<file path="config.mk">
export PLATFORM = sky130hd
export DESIGN_NAME = jt900h_wbk_flat
export DESIGN_NICKNAME = d
export VERILOG_FILES = /design/src/rtl/jt900h_pkg.sv /design/src/rtl/jt900h_wbk_if.sv /design/src/rtl/jt900h_wbk_sr.sv /design/src/rtl/jt900h_wbk.sv /design/src/flat_wrapper.sv
export SDC_FILE = /design/constraint.sdc
export NUM_CORES = 1
export LEC_CHECK = 0
export CAP_MARGIN = 40
export CORE_ASPECT_RATIO = 0.6
export CORE_MARGIN = 1.5
export CORE_UTILIZATION = 60
export CTS_BUF_LIST = sky130_fd_sc_hd__clkbuf_2
export DETAILED_ROUTE_END_ITERATION = 8
export DONT_BUFFER_PORTS = 1
export GPL_ROUTABILITY_DRIVEN = 0
export GPL_TIMING_DRIVEN = 0
export PLACE_DENSITY = 0.76
export SLEW_MARGIN = 25
export SYNTH_ARGS = -nofsm -noshare
export SYNTH_HDL_FRONTEND = slang
export SYNTH_SLANG_ARGS = --single-unit
</file>
<file path="constraint.sdc">
create_clock -name clk -period 2.69 [get_ports clk]
set_input_delay 0.807 -clock clk [delete_from_list [all_inputs] [get_ports clk]]
set_output_delay 0.807 -clock clk [all_outputs]
set_load 0.1 [all_outputs]
</file>
<file path="src/rtl/jt900h_pkg.sv">
// Shared definitions for the JT900H writeback stage: SR bit positions,
// the SR reset value and the writeback FSM encoding.
package jt900h_pkg;

  localparam int SR_C    = 0;
  localparam int SR_N    = 1;
  localparam int SR_V    = 2;
  localparam int SR_H    = 4;
  localparam int SR_Z    = 6;
  localparam int SR_S    = 7;
  localparam int SR_RFP  = 8;
  localparam int SR_MAX  = 11;
  localparam int SR_IFF  = 12;
  localparam int SR_SYSM = 15;

  localparam logic [15:0] SR_RST  = 16'hF800;
  // Bits 10, 5 and 3 are reserved and always read as zero
  localparam logic [15:0] SR_MASK = 16'hFBD7;

  typedef enum logic [1:0] {
    IDLE = 2'd0,
    WLO  = 2'd1,
    WHI  = 2'd2
  } wbk_state_e;

  function automatic logic even_par(input logic [15:0] v);
    return ~^v;
  endfunction

endpackage

</file>
<file path="src/rtl/jt900h_wbk_if.sv">
// ALU-to-writeback transaction bus. A transaction transfers on a cen-high
// clock edge where in_valid and in_ready are both high; payload is sampled only then.
interface jt900h_wbk_if;
  logic        in_valid;
  logic        in_ready;
  logic [31:0] alu_rslt;
  logic        bs;
  logic        ws;
  logic [7:0]  dst;
  logic        dst_we;
  logic [5:0]  fmask;
  logic        alu_n;
  logic        alu_z;
  logic        alu_h;
  logic        alu_v;
  logic        alu_c;
  logic        n_val;
  logic        par_sel;
  logic        sr_ld;
  logic        rfp_inc;
  logic        rfp_dec;

  modport master (
    output in_valid, alu_rslt, bs, ws, dst, dst_we, fmask,
           alu_n, alu_z, alu_h, alu_v, alu_c, n_val, par_sel,
           sr_ld, rfp_inc, rfp_dec,
    input  in_ready
  );

  modport slave (
    input  in_valid, alu_rslt, bs, ws, dst, dst_we, fmask,
           alu_n, alu_z, alu_h, alu_v, alu_c, n_val, par_sel,
           sr_ld, rfp_inc, rfp_dec,
    output in_ready
  );
endinterface

</file>
<file path="src/rtl/jt900h_wbk_sr.sv">
// Status register: flag merge from the ALU, full SR load and RFP
// register-bank pointer increment/decrement.
module jt900h_wbk_sr
  import jt900h_pkg::*;
(
  input  logic        clk,
  input  logic        rst_n,
  input  logic        upd,
  input  logic        sr_ld,
  input  logic [15:0] ld_val,
  input  logic [5:0]  fmask,
  input  logic        alu_n,
  input  logic        alu_z,
  input  logic        alu_h,
  input  logic        v_src,
  input  logic        alu_c,
  input  logic        n_val,
  input  logic        rfp_inc,
  input  logic        rfp_dec,
  output logic [15:0] sr
);

  logic [15:0] sr_d, sr_q;

  always_comb begin
    sr_d = sr_q;
    if (upd) begin
      if (sr_ld) begin
        sr_d = ld_val & SR_MASK;
      end else begin
        if (fmask[5]) sr_d[SR_S] = alu_n;
        if (fmask[4]) sr_d[SR_Z] = alu_z;
        if (fmask[3]) sr_d[SR_H] = alu_h;
        if (fmask[2]) sr_d[SR_V] = v_src;
        if (fmask[1]) sr_d[SR_N] = n_val;
        if (fmask[0]) sr_d[SR_C] = alu_c;
        // Simultaneous INCF and DECF cancel out
        if (rfp_inc && !rfp_dec)
          sr_d[SR_RFP+1:SR_RFP] = sr_q[SR_RFP+1:SR_RFP] + 2'd1;
        else if (rfp_dec && !rfp_inc)
          sr_d[SR_RFP+1:SR_RFP] = sr_q[SR_RFP+1:SR_RFP] - 2'd1;
      end
    end
  end

  always_ff @(posedge clk or negedge rst_n) begin
    if (!rst_n) sr_q <= SR_RST;
    else        sr_q <= sr_d;
  end

  assign sr = sr_q;

endmodule

</file>
<file path="src/rtl/jt900h_wbk.sv">
// JT900H writeback stage: SR update plus 1- or 2-beat register-file write.
// Optional macro JT900H_WBK_PARITY_EN lets V take the even parity of the result.
module jt900h_wbk
  import jt900h_pkg::*;
(
  input  logic              clk,
  input  logic              rst_n,
  input  logic              cen,
  jt900h_wbk_if.slave       bus,
  output logic              rf_we,
  output logic [7:0]        rf_addr,
  output logic [15:0]       rf_din,
  output logic [1:0]        rf_wmask,
  output logic [15:0]       sr,
  output logic              cin,
  output logic              hin,
  output logic              nin,
  output logic              zin,
  output wbk_state_e        state_dbg
);

  wbk_state_e  state_d, state_q;
  logic        we_d, we_q;
  logic [7:0]  addr_d, addr_q;
  logic [15:0] din_d, din_q;
  logic [1:0]  wmask_d, wmask_q;
  logic        long_d, long_q;
  logic [15:0] hi_d, hi_q;
  logic [7:0]  hi_addr_d, hi_addr_q;
  logic        accept;
  logic        v_src;

  assign bus.in_ready = (state_q == IDLE);
  assign accept       = bus.in_valid & bus.in_ready & cen;

`ifdef JT900H_WBK_PARITY_EN
  assign v_src = bus.par_sel ?
                 even_par(bus.bs ? {8'h00, bus.alu_rslt[7:0]} : bus.alu_rslt[15:0]) :
                 bus.alu_v;
`else
  logic unused_par;
  assign unused_par = bus.par_sel;
  assign v_src      = bus.alu_v;
`endif

  jt900h_wbk_sr u_sr (
    .clk     (clk),
    .rst_n   (rst_n),
    .upd     (accept),
    .sr_ld   (bus.sr_ld),
    .ld_val  (bus.alu_rslt[15:0]),
    .fmask   (bus.fmask),
    .alu_n   (bus.alu_n),
    .alu_z   (bus.alu_z),
    .alu_h   (bus.alu_h),
    .v_src   (v_src),
    .alu_c   (bus.alu_c),
    .n_val   (bus.n_val),
    .rfp_inc (bus.rfp_inc),
    .rfp_dec (bus.rfp_dec),
    .sr      (sr)
  );

  always_comb begin
    state_d   = state_q;
    we_d      = we_q;
    addr_d    = addr_q;
    din_d     = din_q;
    wmask_d   = wmask_q;
    long_d    = long_q;
    hi_d      = hi_q;
    hi_addr_d = hi_addr_q;
    if (cen) begin
      case (state_q)
        IDLE: begin
          we_d = 1'b0;
          if (accept && bus.dst_we) begin
            state_d   = WLO;
            we_d      = 1'b1;
            long_d    = ~bus.bs & ~bus.ws;
            hi_d      = bus.alu_rslt[31:16];
            hi_addr_d = {bus.dst[7:2], 2'b10};
            // Low beat is prepared now so it is on the port during WLO
            if (bus.bs) begin
              addr_d  = bus.dst;
              din_d   = {bus.alu_rslt[7:0], bus.alu_rslt[7:0]};
              wmask_d = bus.dst[0] ? 2'b10 : 2'b01;
            end else if (bus.ws) begin
              addr_d  = {bus.dst[7:1], 1'b0};
              din_d   = bus.alu_rslt[15:0];
              wmask_d = 2'b11;
            end else begin
              addr_d  = {bus.dst[7:2], 2'b00};
              din_d   = bus.alu_rslt[15:0];
              wmask_d = 2'b11;
            end
          end
        end
        WLO: begin
          if (long_q) begin
            state_d = WHI;
            we_d    = 1'b1;
            addr_d  = hi_addr_q;
            din_d   = hi_q;
            wmask_d = 2'b11;
          end else begin
            state_d = IDLE;
            we_d    = 1'b0;
          end
        end
        default: begin
          state_d = IDLE;
          we_d    = 1'b0;
        end
      endcase
    end
  end

  always_ff @(posedge clk or negedge rst_n) begin
    if (!rst_n) begin
      state_q   <= IDLE;
      we_q      <= 1'b0;
      addr_q    <= 8'h00;
      din_q     <= 16'h0000;
      wmask_q   <= 2'b00;
      long_q    <= 1'b0;
      hi_q      <= 16'h0000;
      hi_addr_q <= 8'h00;
    end else begin
      state_q   <= state_d;
      we_q      <= we_d;
      addr_q    <= addr_d;
      din_q     <= din_d;
      wmask_q   <= wmask_d;
      long_q    <= long_d;
      hi_q      <= hi_d;
      hi_addr_q <= hi_addr_d;
    end
  end

  assign rf_we     = we_q & cen;
  assign rf_addr   = addr_q;
  assign rf_din    = din_q;
  assign rf_wmask  = wmask_q;
  assign cin       = sr[SR_C];
  assign hin       = sr[SR_H];
  assign nin       = sr[SR_N];
  assign zin       = sr[SR_Z];
  assign state_dbg = state_q;

endmodule

</file>
<file path="src/flat_wrapper.sv">
// flat-port wrapper written by rule: the top's interface ports become plain ports
module jt900h_wbk_flat import jt900h_pkg::*;
  (clk, rst_n, cen, rf_we, rf_addr, rf_din, rf_wmask, sr, cin, hin, nin, zin, state_dbg, bus_in_valid, bus_alu_rslt, bus_bs, bus_ws, bus_dst, bus_dst_we, bus_fmask, bus_alu_n, bus_alu_z, bus_alu_h, bus_alu_v, bus_alu_c, bus_n_val, bus_par_sel, bus_sr_ld, bus_rfp_inc, bus_rfp_dec, bus_in_ready);
  jt900h_wbk_if bus_i ();
  input  logic clk;
  input  logic rst_n;
  input  logic cen;
  output logic rf_we;
  output logic [7:0] rf_addr;
  output logic [15:0] rf_din;
  output logic [1:0] rf_wmask;
  output logic [15:0] sr;
  output logic cin;
  output logic hin;
  output logic nin;
  output logic zin;
  output wbk_state_e state_dbg;
  input wire logic [$bits(bus_i.in_valid)-1:0] bus_in_valid;
  input wire logic [$bits(bus_i.alu_rslt)-1:0] bus_alu_rslt;
  input wire logic [$bits(bus_i.bs)-1:0] bus_bs;
  input wire logic [$bits(bus_i.ws)-1:0] bus_ws;
  input wire logic [$bits(bus_i.dst)-1:0] bus_dst;
  input wire logic [$bits(bus_i.dst_we)-1:0] bus_dst_we;
  input wire logic [$bits(bus_i.fmask)-1:0] bus_fmask;
  input wire logic [$bits(bus_i.alu_n)-1:0] bus_alu_n;
  input wire logic [$bits(bus_i.alu_z)-1:0] bus_alu_z;
  input wire logic [$bits(bus_i.alu_h)-1:0] bus_alu_h;
  input wire logic [$bits(bus_i.alu_v)-1:0] bus_alu_v;
  input wire logic [$bits(bus_i.alu_c)-1:0] bus_alu_c;
  input wire logic [$bits(bus_i.n_val)-1:0] bus_n_val;
  input wire logic [$bits(bus_i.par_sel)-1:0] bus_par_sel;
  input wire logic [$bits(bus_i.sr_ld)-1:0] bus_sr_ld;
  input wire logic [$bits(bus_i.rfp_inc)-1:0] bus_rfp_inc;
  input wire logic [$bits(bus_i.rfp_dec)-1:0] bus_rfp_dec;
  output wire logic [$bits(bus_i.in_ready)-1:0] bus_in_ready;
  assign bus_i.in_valid = bus_in_valid;
  assign bus_i.alu_rslt = bus_alu_rslt;
  assign bus_i.bs = bus_bs;
  assign bus_i.ws = bus_ws;
  assign bus_i.dst = bus_dst;
  assign bus_i.dst_we = bus_dst_we;
  assign bus_i.fmask = bus_fmask;
  assign bus_i.alu_n = bus_alu_n;
  assign bus_i.alu_z = bus_alu_z;
  assign bus_i.alu_h = bus_alu_h;
  assign bus_i.alu_v = bus_alu_v;
  assign bus_i.alu_c = bus_alu_c;
  assign bus_i.n_val = bus_n_val;
  assign bus_i.par_sel = bus_par_sel;
  assign bus_i.sr_ld = bus_sr_ld;
  assign bus_i.rfp_inc = bus_rfp_inc;
  assign bus_i.rfp_dec = bus_rfp_dec;
  assign bus_in_ready = bus_i.in_ready;
  jt900h_wbk u_core (.clk(clk), .rst_n(rst_n), .cen(cen), .bus(bus_i), .rf_we(rf_we), .rf_addr(rf_addr), .rf_din(rf_din), .rf_wmask(rf_wmask), .sr(sr), .cin(cin), .hin(hin), .nin(nin), .zin(zin), .state_dbg(state_dbg));
endmodule
</file>
# Word level (Yosys, flattened, before mapping)
# Cells that the tools add are included.
word_totals:
  regBits: 66
  input_bits: 63
  out_inout_bits: 50
  elab_cells: 83
op_classes:
  n_addsub: 2
  eq_ne: 3
  mux: 31
  n_bitwise: 6
  reduce_logical: 25
ops:
  columns: ["op", "count"]
  rows:
  - ["two-way mux 16 bit", 3]
  - ["one-hot mux 16 bit (2 select lines)", 1]
  - ["two-way mux 2 bit", 10]
  - ["AND reduction 2 bit", 9]
  - ["two-way mux 8 bit", 2]
  - ["one-hot mux 8 bit (2 select lines)", 1]
  - ["nonzero test 2 bit", 7]
  - ["two-way mux 1 bit", 9]
  - ["one-hot mux 2 bit (2 select lines)", 2]
  - ["AND 1 bit", 4]
  - ["two-way mux 4 bit", 1]
  - ["AND reduction 4 bit", 1]
  - ["logical AND 1 bit", 3]
  - ["two-way mux 3 bit", 1]
  - ["AND reduction 3 bit", 1]
  - ["nonzero test 3 bit", 1]
  - ["adder 2 x 1 -> 2 bit (second input constant)", 1]
  - ["== test 2 x 1 -> 1 bit (second input constant)", 1]
  - ["logical NOT 1 bit", 2]
  - ["logical NOT 2 bit", 1]
  - ["!= test 2 x 1 -> 1 bit (second input constant)", 1]
  - ["!= test 2 bit (second input constant)", 1]
  - ["inverter 1 bit", 2]
  - ["one-hot mux 1 bit (2 select lines)", 1]
  - ["subtractor 2 x 1 -> 2 bit (second input constant)", 1]

# Depth between registers and ports, before layout
# Gate-level depths: netlist (run 1).
logic_depth:
  ltp_word: 6
  depth_mapped: 6
  ltp_nobuf: 4

# Modules after synthesis
# From an unflattened synthesis (run 1), not the netlist that was laid out.
unflattened:
  hier_cells: 232
  hier_area_um2: 3281.9
by_module_without_submodules:
  columns: ["module", "instances", "cells_each", "area_each_um2", "seq_area_each_um2"]
  rows:
  - ["jt900h_wbk", 1, 169, 2608.8, 1326.3]
  - ["jt900h_wbk_sr", 1, 63, 673.1, 331.6]

# Least setup slack after synthesis (run 1)
# OpenSTA, ideal clock, no wires.
synth_timing:
  kind: "input to output"
  startpoint: "in cen"
  endpoint: "out rf_we"
  t_arrival_ns: 1.541
  t_required_ns: 1.883
  path_slack_ns: 0.342
  stages: 1
  path_buffers: 0
  cell_sequence: "and2_1"
synth_via:
  elab_chain_len: 1
synth_rtl:
  columns: ["element", "line", "rtl"]
  rows:
  - ["from (decl)", "flat_wrapper.sv:7", "input logic cen;"]
  - ["AND 1 bit", "jt900h_wbk.sv:141", "assign rf_we = we_q & cen;"]
  - ["to (decl)", "flat_wrapper.sv:8", "output logic rf_we;"]
# Every way passes these cells.

# Final worst setup path (run 1)
layout_timing:
  startpoint: "reg u_core.state_q[0], in the netlist u_core.state_dbg[0]"
  endpoint: "out bus_in_ready"
layout_via:
  elab_chain_len: 1
layout_rtl:
  columns: ["element", "line", "rtl"]
  rows:
  - ["from (decl)", "jt900h_wbk.sv:22", "wbk_state_e state_d, state_q;"]
  - ["from (signal assigned)", "jt900h_wbk.sv:130", "state_q <= state_d;"]
  - ["logical NOT 2 bit", "jt900h_wbk.sv:33", "assign bus.in_ready = (state_q == IDLE);"]
  - ["to (decl)", "flat_wrapper.sv:35", "output wire logic [$bits(bus_i.in_ready)-1:0] bus_in_ready;"]
# Every way passes these cells.

==> impl_metrics.csv, run 1 <==
group,metric,value,unit
run_status,status,"finished, final reports clean",
critical_path,critPathLaunchType,"register",
sta,hold_viol,0,
layout,layout.cells.non_filler,476,
global_route,grt_usage,32.0,%
routing,drcViolationCount,0,
floorplan,row_count,20,
logic_synthesis,synth_top_area_share,48.9,%
logic_synthesis,synth_cell_type_count,35,
logic_synthesis,synth_edf_count,0,
global_route,grt_max_degree,62,
sta,setup_viol,0,
clocking,cts_buffers,9,
clocking,cts_buffer_depth,2,
critical_path,cp-endpoint,"bus_in_ready",
pwr,swShare,50.7,%
logic_synthesis,synth_area_leader_cell,"dfrtp_1",
critical_path,reg2regPathDepth,6,
critical_path,path_cells,"buf_2 -> nor2_4",
pwr,peakVddDrop,0.734,mV
floorplan,die_w,96.1,um
pwr,comb_power_share,48.9,%
logic_synthesis,synth_cells,325,
floorplan,initial_core_util,62.0,%
pwr,pwr_density_cell,1090,nW/um^2
pwr,switching_power,2.35,mW
critical_path,path_class,"reg2out",
clocking,cts-root-buf,"clkbuf_2",
logic_synthesis,synth_common_cells,"nand2_1, dfrtp_1, o21ai_0",
global_route,grtUsageMet1,40.1,%
placement,dp_hpwl,6.26,mm
layout,diodes,0,
sta,worstMarginPinSlew,922,ps
routing,ant_nets,0,
logic_synthesis,yosysMostFrequentCell,"nand2_1",
global_route,antenna_found_initial,0,
pwr,leakage,2.02,nW
run,maxCapViolations,0,
placement,port_buffers,0,
clocking,clk_pin_slew_worst_paths,180,ps
clocking,htreeDepth,3,
clocking,clock-sinks,66,
critical_path,r2r-start,"u_core.state_dbg[0]",
layout,nets,468,
logic_synthesis,synth_seq_cells,66,
routing,route.detailed.vias_per_inst,5.78,
clocking,postCtsSetupRepairBufs,0,
sta,relSlewSlack,38.6,%
global_route,grtUsageMet3,15.0,%
pwr,seqPwrFrac,39.2,%
routing,vias,2749,
logic_synthesis,synth_area,3120,sq um
routing,post_drt_wl_per_cell,18.9,um
sta,slew_viol_final,0,
layout,synthToLayoutAreaGrowth,36.1,%
logic_synthesis,syn_avg_cell_area,9.60,sq um
critical_path,required,1880,ps
hold_path,hp-class,"in2async",
pwr,p_clk_share,11.9,%
floorplan,die_h,58.9,um
placement,placed_area,3980,sq um
critical_path,critPathBufInv,1,
critical_path,cp.depth,2,
global_route,grt_overflow,0,
routing,drt_iter0_markers,178,
sta,grt_setup_unrepaired,"false",
sta,period_minus_slack,2550,ps
critical_path,max_stage_delay,560,ps
sta,period_share,94.9,%
logic_synthesis,seq_area_frac_synth,53.1,%
critical_path,cp.arrival,1750,ps
critical_path,crit_start,"u_core.state_dbg[0]",
floorplan,core_area,5030,sq um
clocking,tritoncts,"yes",
logic_synthesis,yosys_warnings,0,
placement,dp.cells,444,
critical_path,cpLargestDelayFamily,"simple AND/OR/NAND/NOR gates",
layout,n_fill_cell,274,
sta,skew,33.6,ps
critical_path,endpoint_kind,"primary output",
global_route,first_global_vias,2690,
global_route,grt.busiest_layer,"met2",
global_route,grt_pass1_wl,13.1,mm
floorplan,die_area,5650,sq um
pwr,intPower,2.28,mW
critical_path,worst-path-max-fanout,6,
sta,tns,0,ps
critical_path,rrSetupSlack,400,ps
clocking,clock_insertion_delay_worst_skew,520,ps
routing,wl,8.98,mm
global_route,grt_use_met2,50.4,%
logic_synthesis,async_flop_share,100,%
layout,stdcell_area,4250,sq um
critical_path,timing.rr.end,"u_core.hi_q[10]",
critical_path,slowest_stage,"nor2_4",
logic_synthesis,ys.flop_type,"dfrtp_1",
layout,layout-drive-gt1-share,19.8,%
logic_synthesis,synth_area_leaders,"dfrtp_1, nand2_1, mux2i_1",
floorplan,io_pins,113,
routing,dr.pass1.iters,5,
sta,max_freq,392,MHz
==> stage by stage <==
stage	hold slack, ps	utilization (%)	total power, mW	worst slack, ps
floorplan	435	-	3.11	342
global placement	450	63.8	3.20	116
detailed placement	452	79.1	3.95	451
CTS	86.2	81.6	4.51	123
global route	61.6	84.4	4.78	73.9
finish	106	84.4	4.63	138
==> sequential cells by signal, summed over array words and instances, names as in the netlist <==
name,cells
u_core.long_q,1
u_core.u_sr.sr,13
u_core.state_dbg,2
u_core.we_q,1
u_core.rf_wmask,2
u_core.rf_din,16
u_core.rf_addr,8
u_core.hi_q,16
u_core.hi_addr_q,7
==> kinds of logic after synthesis <==
logic type / after synthesis / share of synthesized area [%]
XOR/XNOR: 2 / 0.562
buffers and inverters: 29 / 6.50
AO/OA/AOI/OAI: 50 / 9.19
flip-flops: 66 / 53.1
other: 1 / 0.120
multiplexers: 27 / 9.47
AND/OR/NAND/NOR: 150 / 21.0
==> layer usage <==
| metal | part of all wire (%) | vias up | wire (um) |
|---|---|---|---|
| li1 | - | 1245 | - |
| met1 | 39 | 1359 | 3540 |
| met2 | 49 | 129 | 4390 |
| met3 | 10 | 16 | 932 |
| met4 | 1.3 | 0 | 116 |
| met5 | 0 | - | 0 |
==> worst min path at each step <==
stage	from	endpoint	slack (ps)
global route	rst_n	u_core.u_sr.sr[12]	60
finish	rst_n	u_core.u_sr.sr[12]	110
global placement	u_core.hi_addr_q[1]	u_core.hi_addr_q[1]	450
floorplan	u_core.hi_addr_q[1]	u_core.hi_addr_q[1]	430
CTS	rst_n	u_core.u_sr.sr[12]	90
detailed placement	u_core.hi_addr_q[1]	u_core.hi_addr_q[1]	450
==> repair_timing <==
action,CTS,global route
hold endpoints to repair,61,0
gates resized for setup,0,0
hold buffers,1,0
==> area by class of cell <==
cell class	instances	area, sq um	share of cell area, %
plain buffers	26	191	4.51
repair buffers	67	938	22.1
multi-input cells	232	1270	29.8
clock inverters	6	48.8	1.15
well taps	66	82.6	1.94
clock buffers	10	50.0	1.18
inverters	3	11.3	0.265
flip-flops and latches	66	1660	39.0
==> placed cells by master (no fill, tap or decap), types with 6 or more instances in the layout <==
cell and count:
mux2i_1 22, buf_2 8, nand3_1 7, a32oi_1 6, buf_4 9, buf_6 8, a21oi_1 9, clkbuf_1 15
o21ai_0 26, buf_1 22, nand4_1 7, dfrtp_1 61, clkbuf_2 10, nor2_1 22, buf_16 23, nand2_1 100
==> power by group through the flow <==
| stage | registers (mW) | clock network (mW) | logic (mW) |
|---|---|---|---|
| 6_report | 1.82 | 0.551 | 2.26 |
| 5_1_grt | 1.84 | 0.587 | 2.35 |
| 2_1_floorplan | 2.58 | 0 | 0.526 |
| 3_5_place_dp | 1.95 | 0 | 2.00 |
| 3_3_place_gp | 2.63 | 0 | 0.576 |
| 4_1_cts | 1.93 | 0.548 | 2.03 |
Note: power is estimated with default switching activity, not from simulation.
==> run 2: changes to the inputs <==
--- a/config.mk
+++ b/config.mk
@@ -15,7 +15,6 @@
 export GPL_ROUTABILITY_DRIVEN = 0
 export GPL_TIMING_DRIVEN = 0
 export PLACE_DENSITY = 0.76
-export SLEW_MARGIN = 25
 export SYNTH_ARGS = -nofsm -noshare
 export SYNTH_HDL_FRONTEND = slang
 export SYNTH_SLANG_ARGS = --single-unit
==> run 2 against run 1 <==
Net effect: combinational power fell by 9.3%; global-route usage fell by 0.65 points; wire length fell by 6.6%; via count fell by 5.1%; highest routed layer unchanged.
==> impl_metrics.csv, run 2 (synthesis gave the netlist of run 1 again) <==
group,metric,value,unit
clocking,cts_buffers,9,
pwr,swShare,51.1,%
floorplan,die_area,5650,sq um
sta,worstMarginPinSlew,902,ps
placement,dp_hpwl,6.20,mm
routing,ant_nets,0,
placement,place_ws,463,ps
sta,skew,16.0,ps
sta,grt_setup_unrepaired,"false",
pwr,intPower,2.21,mW
run_status,status,"finished, final reports clean",
routing,drt_iter0_markers,238,
hold_path,hp-class,"in2async",
clocking,htreeDepth,3,
global_route,grt_usage,31.4,%
pwr,peakVddDrop,0.515,mV
critical_path,slowest_stage,"nor2_4",
routing,post_drt_wl_per_cell,19.1,um
critical_path,endpoint_kind,"primary output",
sta,setup_viol,0,
clocking,cts-root-buf,"clkbuf_2",
layout,nets,430,
sta,hold_viol,0,
global_route,grt_overflow,0,
layout,seq_area,1660,sq um
sta,relSlewSlack,39.8,%
critical_path,path_class,"reg2out",
critical_path,cp.arrival,1690,ps
clocking,tritoncts,"yes",
routing,vias,2609,
clocking,clock_insertion_delay_worst_skew,490,ps
floorplan,row_count,20,
floorplan,die_w,96.1,um
layout,final_common_cell,"nand2_1",
layout,synthToLayoutAreaGrowth,30.9,%
pwr,leakage,1.96,nW
sta,period_share,92.9,%
global_route,grt_max_degree,62,
pwr,comb_power_share,45.3,%
pwr,seqPwrFrac,42.4,%
pwr,switching_power,2.31,mW
run,maxCapViolations,0,
placement,port_buffers,0,
clocking,clock-sinks,66,
pwr,p_clk_share,12.3,%
critical_path,critPathBufInv,1,
routing,drcViolationCount,0,
floorplan,die_h,58.9,um
global_route,grt_pass1_wl,12.8,mm
routing,wl,8.38,mm
critical_path,path_cells,"buf_6 -> nor2_4",
layout,multi_input_area,1270,sq um
clocking,clk_pin_slew_worst_paths,180,ps
critical_path,critPathLaunchType,"register",
critical_path,required,1880,ps
pwr,pwr_density_cell,1110,nW/um^2
global_route,antenna_found_initial,0,
sta,tns,0,ps
floorplan,core_area,5030,sq um
critical_path,worst-path-max-fanout,5,
critical_path,max_stage_delay,540,ps
routing,route.detailed.vias_per_inst,5.96,
clocking,postCtsSetupRepairBufs,0,
clocking,cts_buffer_depth,2,
sta,max_freq,400,MHz
sta,slew_viol_final,0,
critical_path,cpLargestDelayFamily,"simple AND/OR/NAND/NOR gates",
sta,layout_setup_ws,192,ps
sta,period_minus_slack,2500,ps
global_route,first_global_vias,2649,
layout,layout-drive-gt1-share,21.2,%
floorplan,io_pins,113,
routing,dr.pass1.iters,7,
layout,n_fill_cell,300,
layout,final_cell_mix,"nand2_1, dfrtp_1, buf_16, o21ai_0",
floorplan,initial_core_util,62.0,%
layout,diodes,0,
[run 2: cell types whose count changed in the layout (fill, tap and decap cells not counted), sizes merged]
cell,delta
buf,-23
clkinvlp,+1
clkbuf,-16
[run 2: worst reg2reg max path, stage by stage, from the launching register on]
cell and delay [ps]:
dfrtp_1 490, buf_6 160, nor2_4 540, nand4_1 420, clkbuf_1 350, nand2_1 140
nand2_1 60
[run 2: final cells by class]
type,count,share of cell area (%)
inverters,3,0.276
plain buffers,26,4.69
clock buffers,9,1.10
multi-input cells,232,31.0
clock inverters,7,1.47
repair buffers,29,18.8
flip-flops and latches,66,40.6
well taps,66,2.02
[run 2: timing repair]
action                    in CTS  in global routing
hold endpoints to repair      61                  0
resized for setup              0                  0
hold buffers                   1                  0
[run 2: per-stage QoR]
step	power, mW	instance area [sq um]	hold slack, ps	cells	utilization (%)
final	4.52	4080	128	438	81.2
after floorplan	3.11	3130	435	327	-
after detailed placement	3.93	3920	452	420	78.0
after global routing	4.67	4080	46.8	438	81.2
after global placement	3.20	3210	450	393	63.8
after CTS	4.49	4060	86.8	437	80.6
[run 2: worst paths after layout]
| kind | to | slack [ps] | startpoint | cells after the start |
|---|---|---|---|---|
| min in group clk | u_core.state_dbg[0] | 390 | cen | 1 |
| max reg2reg | u_core.hi_q[10] | 420 | u_core.state_dbg[1] | 6 |
| min | u_core.u_sr.sr[13] | 130 | rst_n | 0 |
| min reg2reg | u_core.hi_addr_q[1] | 500 | u_core.hi_addr_q[1] | 1 |
| max | bus_in_ready | 190 | u_core.state_dbg[1] | 2 |
| max in group asynchronous | u_core.rf_din[10] | 2280 | rst_n | 1 |
[run 2: per-layer routing]
layer / share of wire, % / global-route usage (%) / vias to the layer above
met5: 0 / 0 / -
met4: 1.3 / 8.82 / 0
met3: 10 / 13.8 / 15
met1: 40 / 38.3 / 1308
li1: - / - / 1172
met2: 49 / 51.0 / 114
[run 2: power groups by stage]
stage / clock, mW / sequential, mW / combinational, mW
floorplan: 0 / 2.58 / 0.526
global placement: 0 / 2.63 / 0.576
detailed placement: 0 / 1.96 / 1.97
CTS: 0.560 / 1.94 / 1.99
global route: 0.602 / 1.94 / 2.12
finish: 0.555 / 1.92 / 2.05
